`config.mk`:
```
export PLATFORM = sky130hd
export DESIGN_NAME = univ_shift_reg
export DESIGN_NICKNAME = d
export VERILOG_FILES = /design/src/rtl/univ_shift_reg.sv
export SDC_FILE = /design/constraint.sdc
export NUM_CORES = 1
export LEC_CHECK = 0
export CAP_MARGIN = 15
export CELL_PAD_IN_SITES_DETAIL_PLACEMENT = 0
export CELL_PAD_IN_SITES_GLOBAL_PLACEMENT = 2
export CORE_MARGIN = 3
export CORE_UTILIZATION = 34
export CTS_BUF_LIST = sky130_fd_sc_hd__clkbuf_8
export DETAILED_ROUTE_END_ITERATION = 8
export PLACE_DENSITY = 0.89
export SETUP_SLACK_MARGIN = 0.02
export SLEW_MARGIN = 20
export SYNTH_ARGS = -nofsm -noshare
export SYNTH_HDL_FRONTEND = slang
export SYNTH_SLANG_ARGS = --single-unit
```
`constraint.sdc`:
```
create_clock -name clk -period 2.3 [get_ports clk]
set_clock_uncertainty 0.2 [all_clocks]
set_input_delay 0.46 -clock clk [delete_from_list [all_inputs] [get_ports clk]]
set_output_delay 0.46 -clock clk [all_outputs]
set_load 0.01 [all_outputs]
```
`src/rtl/univ_shift_reg.sv`:
```
// Parametrised universal shift register: direct per-cycle control plus a
// multi-step shift/rotate sequencer with a busy/done handshake.
module univ_shift_reg #(
  parameter  int WIDTH = 8,
  localparam int AMT_W = $clog2(WIDTH)
) (
  input  logic             clk,
  input  logic             clear_n,
  input  logic [2:0]       s,
  input  logic [WIDTH-1:0] p,
  input  logic             sil,
  input  logic             sir,
  input  logic             start,
  input  logic [AMT_W-1:0] amt,
  output logic [WIDTH-1:0] q,
  output logic             so_r,
  output logic             so_l,
  output logic             busy,
  output logic             done
);

  typedef enum logic [2:0] {
    OP_HOLD = 3'b000,
    OP_SHR  = 3'b001,
    OP_SHL  = 3'b010,
    OP_LOAD = 3'b011,
    OP_ROR  = 3'b100,
    OP_ROL  = 3'b101,
    OP_ASR  = 3'b110,
    OP_CLR  = 3'b111
  } op_e;

  typedef enum logic {
    ST_IDLE = 1'b0,
    ST_RUN  = 1'b1
  } state_e;

  state_e           state_q, state_d;
  logic [WIDTH-1:0] q_q, q_d;
  logic [AMT_W-1:0] cnt_q, cnt_d;
  op_e              mode_q, mode_d;
  logic             done_q, done_d;

  op_e  s_op;
  logic fixed_op;

  function automatic logic [WIDTH-1:0] step_op(
    input op_e              op,
    input logic [WIDTH-1:0] cur,
    input logic             sl,
    input logic             sr,
    input logic [WIDTH-1:0] ld
  );
    case (op)
      OP_SHR:  step_op = {sr, cur[WIDTH-1:1]};
      OP_SHL:  step_op = {cur[WIDTH-2:0], sl};
      OP_LOAD: step_op = ld;
      OP_ROR:  step_op = {cur[0], cur[WIDTH-1:1]};
      OP_ROL:  step_op = {cur[WIDTH-2:0], cur[WIDTH-1]};
      OP_ASR:  step_op = {cur[WIDTH-1], cur[WIDTH-1:1]};
      OP_CLR:  step_op = '0;
      default: step_op = cur;
    endcase
  endfunction

  assign s_op = op_e'(s);
  // Ops whose result does not depend on a step count complete on the accept edge.
  assign fixed_op = (s_op == OP_HOLD) || (s_op == OP_LOAD) || (s_op == OP_CLR);

  always_comb begin
    // NOTE: every variable gets a default first so no path leaves it unassigned (no latch).
    state_d = state_q;
    q_d     = q_q;
    cnt_d   = cnt_q;
    mode_d  = mode_q;
    done_d  = 1'b0;

    case (state_q)
      ST_IDLE: begin
        if (start) begin
          mode_d = s_op;
          if (fixed_op || (amt == '0)) begin
            q_d    = fixed_op ? step_op(s_op, q_q, sil, sir, p) : q_q;
            cnt_d  = '0;
            done_d = 1'b1;
          end else begin
            cnt_d   = amt;
            state_d = ST_RUN;
          end
        end else begin
          q_d = step_op(s_op, q_q, sil, sir, p);
        end
      end
      ST_RUN: begin
        q_d   = step_op(mode_q, q_q, sil, sir, p);
        cnt_d = cnt_q - 1'b1;
        if (cnt_q == AMT_W'(1)) begin
          state_d = ST_IDLE;
          done_d  = 1'b1;
        end
      end
      default: state_d = ST_IDLE;
    endcase
  end

  // NOTE: sequential state uses non-blocking assignments so all registers update together.
  always_ff @(posedge clk or negedge clear_n) begin
    if (!clear_n) begin
      state_q <= ST_IDLE;
      q_q     <= '0;
      cnt_q   <= '0;
      mode_q  <= OP_HOLD;
      done_q  <= 1'b0;
    end else begin
      state_q <= state_d;
      q_q     <= q_d;
      cnt_q   <= cnt_d;
      mode_q  <= mode_d;
      done_q  <= done_d;
    end
  end

  assign q    = q_q;
  assign so_r = q_q[0];
  assign so_l = q_q[WIDTH-1];
  assign busy = (state_q == ST_RUN);
  assign done = done_q;

endmodule

```
* Word level (Yosys, flattened, before mapping)
Index checks and enable logic that the tools add are counted.
Word-level totals: register bits 16, input bits 19, logic and storage cells 54
Operators by class: add/sub/neg operators 1, eq/ne operators 21, multiplexer cells 17, bitwise gates (word level) 1, reductions and logical operators 8
Operators by type and width (count):
- 8-bit one-hot mux with 7 select lines | 2
- 3-bit == test (second input constant) | 8
- 8-bit two-way mux | 3
- 8-bit one-hot mux with 2 select lines | 1
- 3-bit by 2-bit == test with 1-bit output (second input constant) | 4
- 3-bit by 1-bit == test with 1-bit output (second input constant) | 3
- 8-bit by 1-bit != test with 1-bit output (second input constant) | 1
- 7-bit by 1-bit != test with 1-bit output (second input constant) | 1
- 3-bit logical NOT | 2
- 1-bit two-way mux | 6
- 3-bit two-way mux | 2
- 3-bit != test (second input constant) | 2
- 3-bit one-hot mux with 2 select lines | 1
- 2-bit != test (second input constant) | 2
- 1-bit one-hot mux with 2 select lines | 2
- 4-bit AND reduction | 1
- 1-bit logical OR | 3
- 3-bit AND reduction | 1
- 3-bit by 1-bit subtractor with 3-bit output (second input constant) | 1
- 2-bit AND reduction | 1
- 1-bit inverter | 1

* Logic depth before layout (Yosys ltp)
word-level depth 7, depth in mapped cells 6, depth with buffers taken out 5

* Worst setup path after synthesis
No wires, ideal clock.
path kind input -> register, start point input port s[0], end point register cnt_q[2], library setup time 0.127 ns, arrival 1.369 ns, setup slack 0.604 ns, cell stages on the path 6, cells stage by stage buf_6 > nor3_4 > nor3b_2 > buf_6 > a222oi_1 > inv_1
Between the ends: longest elaborated chain between the ends 7, elaborated cells on any way between the ends 9, those cells by class eq/ne: 2; mux: 3; reduce/logical: 4
RTL lines:
- start: declaration | line 9 | input logic [2:0] s,
- 3-bit by 2-bit == test with 1-bit output or 3-bit logical NOT (tied branches) | line 68 | assign fixed_op = (s_op == OP_HOLD) || (s_op == OP_LOAD) || (s_op == OP_CLR);
- 1-bit logical OR | line 68
- 1-bit logical OR * | line 68
- 1-bit logical OR * | line 82 | if (fixed_op || (amt == '0)) begin
- 3-bit two-way mux * | line 82
- 3-bit two-way mux * | line 80 | if (start) begin
- 3-bit one-hot mux with 2 select lines * | line 78 | case (state_q)
- end signal: assignment | line 117 | cnt_q <= cnt_d;
- end: declaration | line 40 | logic [AMT_W-1:0] cnt_q, cnt_d;
Every way passes the cells marked *; elsewhere a longest branch is shown, timed or not. The select of a mux whose other input is x is not followed. A chain may end at the register's enable or synchronous reset.

* Final worst setup path
start point register state_q (netlist: busy), end point output port busy
RTL lines:
- start: declaration | line 38 | state_e state_q, state_d;
- start signal: assignment | line 115 | state_q <= state_d;
- end: declaration | line 18 | output logic busy,
No word-level cell between the ends.

==> results.toml <==
[synthesis]
synth_area_um2 = 1630
yosys.area.top_type = "dfrtp_1"
yosys.area.top_type_share = 0.245
avgSynthCellArea_um2 = 8.41
ys_warn_count = 0
synth_top_flop_cell = "dfrtp_1"
synth_top_cells_by_area = "dfrtp_1 (25%), a211oi_1 (5.1%), nand3b_1 (5.1%)"
synth_edf_count = 0
syn-num-nets = 215
ys_types = 51
ys_async_sr_fraction = 1.00
synth_seq_cells = 16
synthCells = 194
synth_common_cells = "dfrtp_1 (16), nand2_1 (16), nor2_1 (16), o21ai_0 (14), nand2b_1 (12)"
ys_seq_area_frac = 0.245

[grt]
grt_remaining_overflow = 0
grt_max_degree = 18
grt_util_all_layers = 0.174
grt_pass1_vias = 1592
grt_pass1_wl_mm = 7.69
antenna_found_initial = 0

[clock_network]
cts_tree = "yes"
clk_latency_ps = 250
clk_path_buf_depth = 2
cts_setup_buffers = 0
root_buffer = "clkbuf_8"
clk_pin_slew_ps = 60
htreeDepth = 1
cts.sinks = 16
post_cts_resized = 0
cts_inserted_buffers = 3
hold_buffers = 0

[timing]
max_slew.worst_pin.slew_ps = 580
rsz0062_at_grt = "no"
relSlewSlack = 0.613
max_freq_ghz = 0.473
drv_slew = 0
period_share = 0.920
hold_viol_final = 0
whs_ps = 330
finalSetupTns_ps = 0
fin_crit_ps = 2120
finalSetupViolCount = 0

[setup_path]
critPathMaxFanout = 11
startpoint_type = "flip-flop"
crit_family = "buffers and inverters"
cpPeakStageDelay_ps = 620
worstSetupPathType = "flip-flop to output pin"
required_ps = 1640
r2r-start = "mode_q[2]$_DFFE_PN0P_"
end_kind = "output pin"
path_buf_inv = 1
crit_path_top_delay_cell = "clkdlybuf4s50_1"
critPathArrivalTime_ps = 1460
worstPathCellList = "clkdlybuf4s50_1"
crit_path_start = "busy$_DFF_PN0_"

[placed_design]
port_buffers = 30
dpl.hpwl_mm = 3.37
gp_congestion = 0.824
placed_cells = 278

[die]
ios = 31
core.rowCount = 24
chipWidth_um = 75.3
core-area_um2 = 4500
initial_core_util = 0.362
die_y_um = 75.3
dieArea_um2 = 5670

[drt]
num_vias = 1556
dr.first_iter.drc_count = 83
first_pass_iters = 4
antenna_left = 0
drt_wl_total_mm = 4.46
detail_route.wl_per_cell_um = 15.8
drc = 0
viasPerCell = 5.52

[power]
swShare = 0.453
p_per_area_nw_per_um2 = 1200
p_comb_frac = 0.585
pwr-share-clk = 0.098
peakVddDrop_uv = 408
p_int_uw = 1360
power_frac_seq = 0.317
finalPower_uw = 2490
p_switching_uw = 1130
leakage_uw = 0.000846

[job]
drv_cap = 0

[outcome]
status = "finished, final reports clean"

[final_layout]
nNetsFinal = 252
fillers = 466
instances_no_fill = 282
n_antenna_cell = 0
utilization = 0.459
synthToLayoutAreaGrowth_pct = 26.7
drive_gt1_frac = 0.187

[min_path]
hp-class = "input pin to asynchronous set/reset pin"
==> worst paths after layout <==
check	end	slack [ps]	cells past startpoint
setup reg to reg	q[4]$_DFFE_PN0P_	420	4
max in group asynchronous	cnt_q[1]$_DFFE_PN0P_	1380	2
hold / removal	q[5]$_DFFE_PN0P_	330	2
setup / recovery	busy	180	1
min in group clk	cnt_q[2]$_DFFE_PN0P_	360	2
hold reg to reg	cnt_q[2]$_DFFE_PN0P_	360	2
==> layout make-up <==
| type | instances | area [µm²] | area share |
|---|---|---|---|
| Multi-Input combinational cell | 149 | 1040 | 0.504 |
| Inverter | 9 | 38.8 | 0.0188 |
| Timing Repair Buffer | 52 | 465 | 0.225 |
| Tap cell | 52 | 65.1 | 0.0315 |
| Clock buffer | 4 | 55.1 | 0.0266 |
| Sequential cell | 16 | 400 | 0.194 |
==> routing by layer <==
layer | GRT usage | share of wire | vias up
li1 | - | - | 789
met1 | 0.251 | 0.50 | 720
met2 | 0.282 | 0.46 | 47
met3 | 0.0280 | 0.049 | 0
met4 | 0.0194 | 0 | 0
met5 | 0 | 0 | -
==> metrics by stage <==
step	worst slack (ps)	area [µm²]
global route	77.4	2070
global placement	-25.6	2010
CTS	177	2070
floorplan	604	1630
finish	184	2070
detailed placement	-44.1	2010
==> power by group through the flow <==
stage	registers [µW]	clock network (µW)	logic, µW
4_1_cts	787	251	1460
3_3_place_gp	794	0	1450
6_report	788	244	1450
5_1_grt	837	261	1630
3_5_place_dp	792	0	1450
2_1_floorplan	626	0	1100
==> state kept, by name (all words and copies together), names as in the netlist <==
name and flops:
mode_q 3, busy 1, q 8, cnt_q 3, done 1
==> logic make-up (layout without fill, tap and decap cells) <==
kind of cell    Yosys count  count (layout)  share of synthesized area
simple gates             70              70                      0.251
compound gates           66              66                      0.304
buf+inv                  29              65                      0.116
flops                    16              16                      0.245
mux                       9               9                     0.0575
fa+ha+maj                 2               2                     0.0153
xor+xnor                  2               2                     0.0107
==> cell usage in the layout (no fill, tap or decap), types with 2 or more instances in the layout <==
cell type,netlist,routed
a2111oi_0,2,2
a211oi_1,11,11
a21oi_1,8,8
a221oi_1,2,2
a311oi_1,6,6
a31oi_1,3,3
buf_4,6,22
clkbuf_8,0,4
clkdlybuf4s50_1,0,30
dfrtp_1,16,16
ha_1,2,2
inv_1,7,7
mux2_2,3,3
mux2i_1,6,6
nand2_1,16,16
nand2b_1,12,12
nand2b_4,2,2
nand3_1,2,2
nand3b_1,11,11
nor2_1,16,16
nor3_1,2,2
o21ai_0,14,14
o21ai_1,2,2
o31ai_1,2,2
o31ai_2,4,4
==> worst reg2reg max path: cells and delay by family (launching register included) <==
| family | cells | cell delay (ps) |
|---|---|---|
| AOI/OAI and AO/OA | 3 | 630 |
| DFF | 1 | 710 |
| and+or+nand+nor | 1 | 240 |
Power figures use the tool's default switching activity.
